File: src/rtl/hd_transfer_ctrl.sv
// HD <-> data memory block transfer sequencer.
// One word per REQ/STORE pair; pronto pulses once at the end.
module hd_transfer_ctrl #(
  parameter int DATA_W     = 32,
  parameter int HD_ADDR_W  = 12,
  parameter int MEM_ADDR_W = 10,
  parameter int LEN_W      = 8,
  parameter int HD_LAT     = 2
) (
  input  logic                  clock,
  input  logic                  reset,
  input  logic [1:0]            op_hd,
  input  logic [HD_ADDR_W-1:0]  hd_base,
  input  logic [MEM_ADDR_W-1:0] mem_base,
  input  logic [LEN_W-1:0]      xfer_len,
  input  logic [DATA_W-1:0]     hd_rdata,
  input  logic [DATA_W-1:0]     mem_rdata,
  output logic [HD_ADDR_W-1:0]  hd_addr,
  output logic [DATA_W-1:0]     hd_wdata,
  output logic                  hd_we,
  output logic [MEM_ADDR_W-1:0] mem_addr,
  output logic [DATA_W-1:0]     mem_wdata,
  output logic                  mem_we,
  output logic                  busy,
  output logic                  pronto,
  output logic                  err
);

  typedef enum logic [2:0] {
    IDLE, RD_REQ, RD_WAIT, RD_STORE,
    WR_REQ, WR_STORE, DONE
  } state_t;

  localparam int WW = (HD_LAT > 2) ? $clog2(HD_LAT) : 1;
  localparam logic [WW-1:0] WINIT =
    WW'((HD_LAT > 1) ? HD_LAT - 2 : 0);

  state_t                  state;
  logic [LEN_W:0]          cnt;
  logic [LEN_W:0]          cnt_nx;
  logic [LEN_W-1:0]        len_r;
  logic [HD_ADDR_W-1:0]    hbase;
  logic [MEM_ADDR_W-1:0]   mbase;
  logic [WW-1:0]           wcnt;
  logic                    last;

  assign cnt_nx = cnt + (LEN_W+1)'(1);
  assign last   = (cnt_nx == {1'b0, len_r});

  // Read data is only valid in the STORE cycle, so pass it through
  // under the registered strobe.
  assign mem_wdata = mem_we ? hd_rdata  : '0;
  assign hd_wdata  = hd_we  ? mem_rdata : '0;

  always_ff @(posedge clock) begin
    if (!reset) begin
      state    <= IDLE;
      cnt      <= '0;
      len_r    <= '0;
      hbase    <= '0;
      mbase    <= '0;
      wcnt     <= '0;
      hd_addr  <= '0;
      mem_addr <= '0;
      hd_we    <= 1'b0;
      mem_we   <= 1'b0;
      busy     <= 1'b0;
      pronto   <= 1'b0;
      err      <= 1'b0;
    end else begin
      unique case (state)
        IDLE: begin
          hd_we  <= 1'b0;
          mem_we <= 1'b0;
          pronto <= 1'b0;
          err    <= 1'b0;
          if (op_hd != 2'd0) begin
            hbase <= hd_base;
            mbase <= mem_base;
            len_r <= xfer_len;
            cnt   <= '0;
            busy  <= 1'b1;
            if (op_hd == 2'd3) begin
              state  <= DONE;
              pronto <= 1'b1;
              err    <= 1'b1;
            end else if (xfer_len == '0) begin
              state  <= DONE;
              pronto <= 1'b1;
            end else if (op_hd == 2'd1) begin
              state   <= RD_REQ;
              hd_addr <= hd_base;
            end else begin
              state    <= WR_REQ;
              mem_addr <= mem_base;
            end
          end
        end
        RD_REQ: begin
          if (HD_LAT == 1) begin
            state    <= RD_STORE;
            mem_we   <= 1'b1;
            mem_addr <= mbase + MEM_ADDR_W'(cnt);
          end else begin
            state <= RD_WAIT;
            wcnt  <= WINIT;
          end
        end
        RD_WAIT: begin
          if (wcnt == '0) begin
            state    <= RD_STORE;
            mem_we   <= 1'b1;
            mem_addr <= mbase + MEM_ADDR_W'(cnt);
          end else begin
            wcnt <= wcnt - WW'(1);
          end
        end
        RD_STORE: begin
          mem_we <= 1'b0;
          if (last) begin
            state  <= DONE;
            pronto <= 1'b1;
          end else begin
            cnt     <= cnt_nx;
            state   <= RD_REQ;
            hd_addr <= hbase + HD_ADDR_W'(cnt_nx);
          end
        end
        WR_REQ: begin
          state   <= WR_STORE;
          hd_we   <= 1'b1;
          hd_addr <= hbase + HD_ADDR_W'(cnt);
        end
        WR_STORE: begin
          hd_we <= 1'b0;
          if (last) begin
            state  <= DONE;
            pronto <= 1'b1;
          end else begin
            cnt      <= cnt_nx;
            state    <= WR_REQ;
            mem_addr <= mbase + MEM_ADDR_W'(cnt_nx);
          end
        end
        DONE: begin
          state  <= IDLE;
          pronto <= 1'b0;
          err    <= 1'b0;
          busy   <= 1'b0;
        end
        default: state <= IDLE;
      endcase
    end
  end

endmodule

File: config.mk
export PLATFORM = sky130hd
export DESIGN_NAME = hd_transfer_ctrl
export DESIGN_NICKNAME = d
export VERILOG_FILES = /design/src/rtl/hd_transfer_ctrl.sv
export SDC_FILE = /design/constraint.sdc
export NUM_CORES = 1
export LEC_CHECK = 0
export CAP_MARGIN = 20
export CORE_MARGIN = 1.5
export CORE_UTILIZATION = 40
export CTS_CLUSTER_DIAMETER = 30
export DETAILED_ROUTE_END_ITERATION = 10
export GPL_TIMING_DRIVEN = 0
export PLACE_DENSITY = 0.81
export SETUP_SLACK_MARGIN = 0.1
export SYNTH_ARGS = -nofsm -noshare
export SYNTH_HDL_FRONTEND = slang
export SYNTH_SLANG_ARGS = --single-unit
File: constraint.sdc
create_clock -name clock -period 9.52 [get_ports clock]
set_clock_uncertainty 0.15 [all_clocks]
set_input_delay 1.904 -clock clock [delete_from_list [all_inputs] [get_ports clock]]
set_output_delay 1.904 -clock clock [all_outputs]
set_load 0.01 [all_outputs]
==> flow_summary.json <==
{
  "status": "completed",
  "diodes": 0,
  "relSlewSlack_pct": 31.4,
  "wl_per_cell_um": 16.7,
  "ys_dominant_reg_cell": "dfxtp_1",
  "postCtsSetupBuffers": 0,
  "regArea_um2": 1380,
  "synth_seq_cells": 69,
  "postSynthNetCount": 806,
  "reg2reg_setup_slack_ps": 5400,
  "endpoint_kind": "output port",
  "rsz0062_at_grt": "false",
  "drtAntennaViolNets": 0,
  "dr.pass1.iters": 7,
  "p_leak_uw": 0.00298,
  "fin_hold_ws_ps": 307,
  "cts_hold_buf": 0,
  "cp-start-kind": "input port",
  "hold_path_depth": 2,
  "row_count": 41,
  "tightest_slew_ps": 1030,
  "drc_errors": 0,
  "grt_overflow_total": 0,
  "vias": 5935,
  "avgViaCountPerCell": 5.59,
  "post-route-period-util_pct": 53.4,
  "min_to": "mem_addr[1]",
  "ir_worst_vdd_mv": 0.0921,
  "finalHoldViolations": 0,
  "final_cell_mix": "clkdlybuf4s50_1 (187), nand2_1 (118), dfxtp_1 (69), and2_1 (65), a21oi_1 (52)",
  "ctsResizeCount": 0,
  "dieHeight_um": 116,
  "hp-start": "mem_addr[1]",
  "syn_inst": 685,
  "die_x_um": 116,
  "grt_pass1_vias": 5290,
  "syn_avg_cell_area_um2": 7.50,
  "die-area_um2": 13500,
  "first_iter_violations": 593,
  "worst_path_most_repeated_cell": "clkdlybuf4s50_1",
  "max_freq_mhz": 197,
  "slew_viol_final": 0,
  "tns_ps": 0,
  "hp-class": "reg2reg",
  "numPortBuffers": 187,
  "dp_hpwl_um": 13500,
  "power_per_cell_area_nw_per_um2": 201,
  "grt_pass1_wl_um": 26800,
  "crit_type": "in2out",
  "netlist_area_um2": 5140,
  "period_minus_slack_ps": 5080,
  "pwr-share-seq_pct": 27.0,
  "drt-total-wl_um": 17700,
  "clockPowerShare_pct": 24.5,
  "p_sw_uw": 590,
  "design.portCount": 189,
  "cts_tree": "yes",
  "gp_congestion": 0.939,
  "power_frac_comb_pct": 48.5,
  "clockBufferDepth": 2,
  "clkTransAtPathRegs_ps": 50,
  "power_switching_share_pct": 38.9,
  "nFillCells": 1106,
  "synth_cell_types": 65,
  "ys_seq_area_share_pct": 26.9,
  "multi_input_area_um2": 3500,
  "cp_slowest_cell": "clkdlybuf4s50_1",
  "async_reset_ff_share_pct": 0,
  "cts_max_level": 3,
  "insertion_delay_ps": 340,
  "crit_chain": "clkdlybuf4s50_1, and2_1, clkdlybuf4s50_1",
  "numCtsBuffers": 9,
  "critPathMaxStageDelay_ps": 540,
  "grt_max_degree": 12,
  "cts-root-buf": "clkbuf_16",
  "crit_buf_inv": 2,
  "track_usage_pct": 25.4,
  "antenna_found_initial": 0,
  "drive_gt1_share_pct": 4.27,
  "p_int_uw": 928,
  "maxCapViolations": 0,
  "clkSinkCount": 69,
  "num-nets-final": 1005,
  "r2r-end": "hd_addr[10]",
  "core_area_um2": 12600,
  "r2r_start": "state[2]",
  "cp_data_arrival_time_ps": 3030,
  "cp_top_family": "buffers and inverters",
  "start_util_pct": 40.9,
  "area_growth_syn_to_layout_pct": 47.1,
  "reg2reg_depth": 11,
  "synth_edf_count": 0,
  "layout_commonest_cell": "clkdlybuf4s50_1",
  "required_ps": 7470,
  "setup_viol_count_final": 0,
  "worstPathMaxFanout": 1,
  "yosys_warnings": 0
}
[through the flow]
step | util (%) | cells | setup slack (ps) | area (um2) | power, uW
after detailed placement | 57.5 | 1045 | 4420 | 7230 | 1140
after global placement | 57.5 | 1044 | 4420 | 7230 | 1130
final | 60.1 | 1061 | 4440 | 7560 | 1520
after floorplan | - | 685 | 5400 | 5140 | 834
after global routing | 60.1 | 1061 | 4380 | 7560 | 1610
after CTS | 60.1 | 1061 | 4420 | 7560 | 1510
[sequential cells by signal, summed over array words and instances (netlist names)]
name      count
mem_addr     10
mem_we        1
state         3
pronto        1
cnt           9
mbase        10
hd_we         1
busy          1
err           1
hd_addr      12
hbase        12
len_r         8
[worst max path at each step]
stage,to,from,cells after the start,slack (ps)
6_report,hd_wdata[8],mem_rdata[8],3,4440
5_1_grt,mem_wdata[25],hd_rdata[25],3,4380
4_1_cts,hd_wdata[8],mem_rdata[8],3,4420
3_5_place_dp,hd_wdata[8],mem_rdata[8],3,4420
3_3_place_gp,hd_wdata[8],mem_rdata[8],3,4420
2_1_floorplan,hd_wdata[0],mem_rdata[0],1,5400
[synth_stat cells (5+ instances only)]
cell type,number,area share [%]
nor2b_1,8,0.97
nor4_1,9,1.1
clkbuf_1,37,2.7
buf_2,9,0.88
nand2_1,118,8.6
o2111ai_1,5,0.85
o31ai_1,9,1.3
a31oi_1,7,0.85
a211oi_1,19,2.8
nor2_1,33,2.4
nor3b_1,5,0.73
a21o_1,8,1.2
nand3b_1,7,1.0
nor3_1,5,0.49
a21oi_1,52,5.1
and2_1,65,7.9
nand2b_1,8,0.97
o211ai_1,12,1.8
ha_1,21,5.1
o21ai_0,23,2.2
inv_1,10,0.73
nand4_1,22,2.7
dfxtp_1,69,27
xor2_1,16,2.7
mux2i_1,13,2.5
xnor2_1,17,2.9
nand3_1,15,1.5
[cell type report]
cell class | instances | share of cell area [%]
timing repair buffer | 188 | 24.8
sequential | 69 | 18.3
inverter | 10 | 0.497
tap | 172 | 2.85
buffer | 51 | 2.93
clock buffer | 12 | 3.39
clock inverter | 4 | 0.927
multi-input combinational | 555 | 46.3
[cell families (layout without fill, tap and decap cells)]
kind of cell	count (synthesis)	count (layout)	synth area share, %
and+or+nand+nor	311	311	30.6
AOI/OAI and AO/OA	174	174	23.2
DFF	69	69	26.9
buffers and inverters	61	265	5.04
xor gates and xnor gates	33	33	5.62
adders and majority gates	23	23	5.89
muxes	14	14	2.75
[power by group through the flow]
| stage | clock network [uW] | registers (uW) | logic (uW) |
|---|---|---|---|
| 2_1_floorplan | 0 | 422 | 412 |
| 3_3_place_gp | 0 | 412 | 714 |
| 3_5_place_dp | 0 | 414 | 725 |
| 4_1_cts | 374 | 409 | 730 |
| 5_1_grt | 388 | 418 | 800 |
| 6_report | 373 | 410 | 736 |
[tightest hold or removal path: cells and delay by family (launching register included)]
family | cells | cell delay [ps]
mux | 1 | 50
simple gates | 1 | 50
flops | 1 | 310
[metal layers]
| metal | wire, um | share of wire [%] | track usage, % |
|---|---|---|---|
| met5 | 0 | 0 | 0 |
| met4 | 485 | 2.7 | 10.1 |
| met3 | 1610 | 9.1 | 4.93 |
| met2 | 8360 | 47 | 43.9 |
| met1 | 7250 | 41 | 31.1 |
Note: power is estimated with default switching activity, not from simulation.
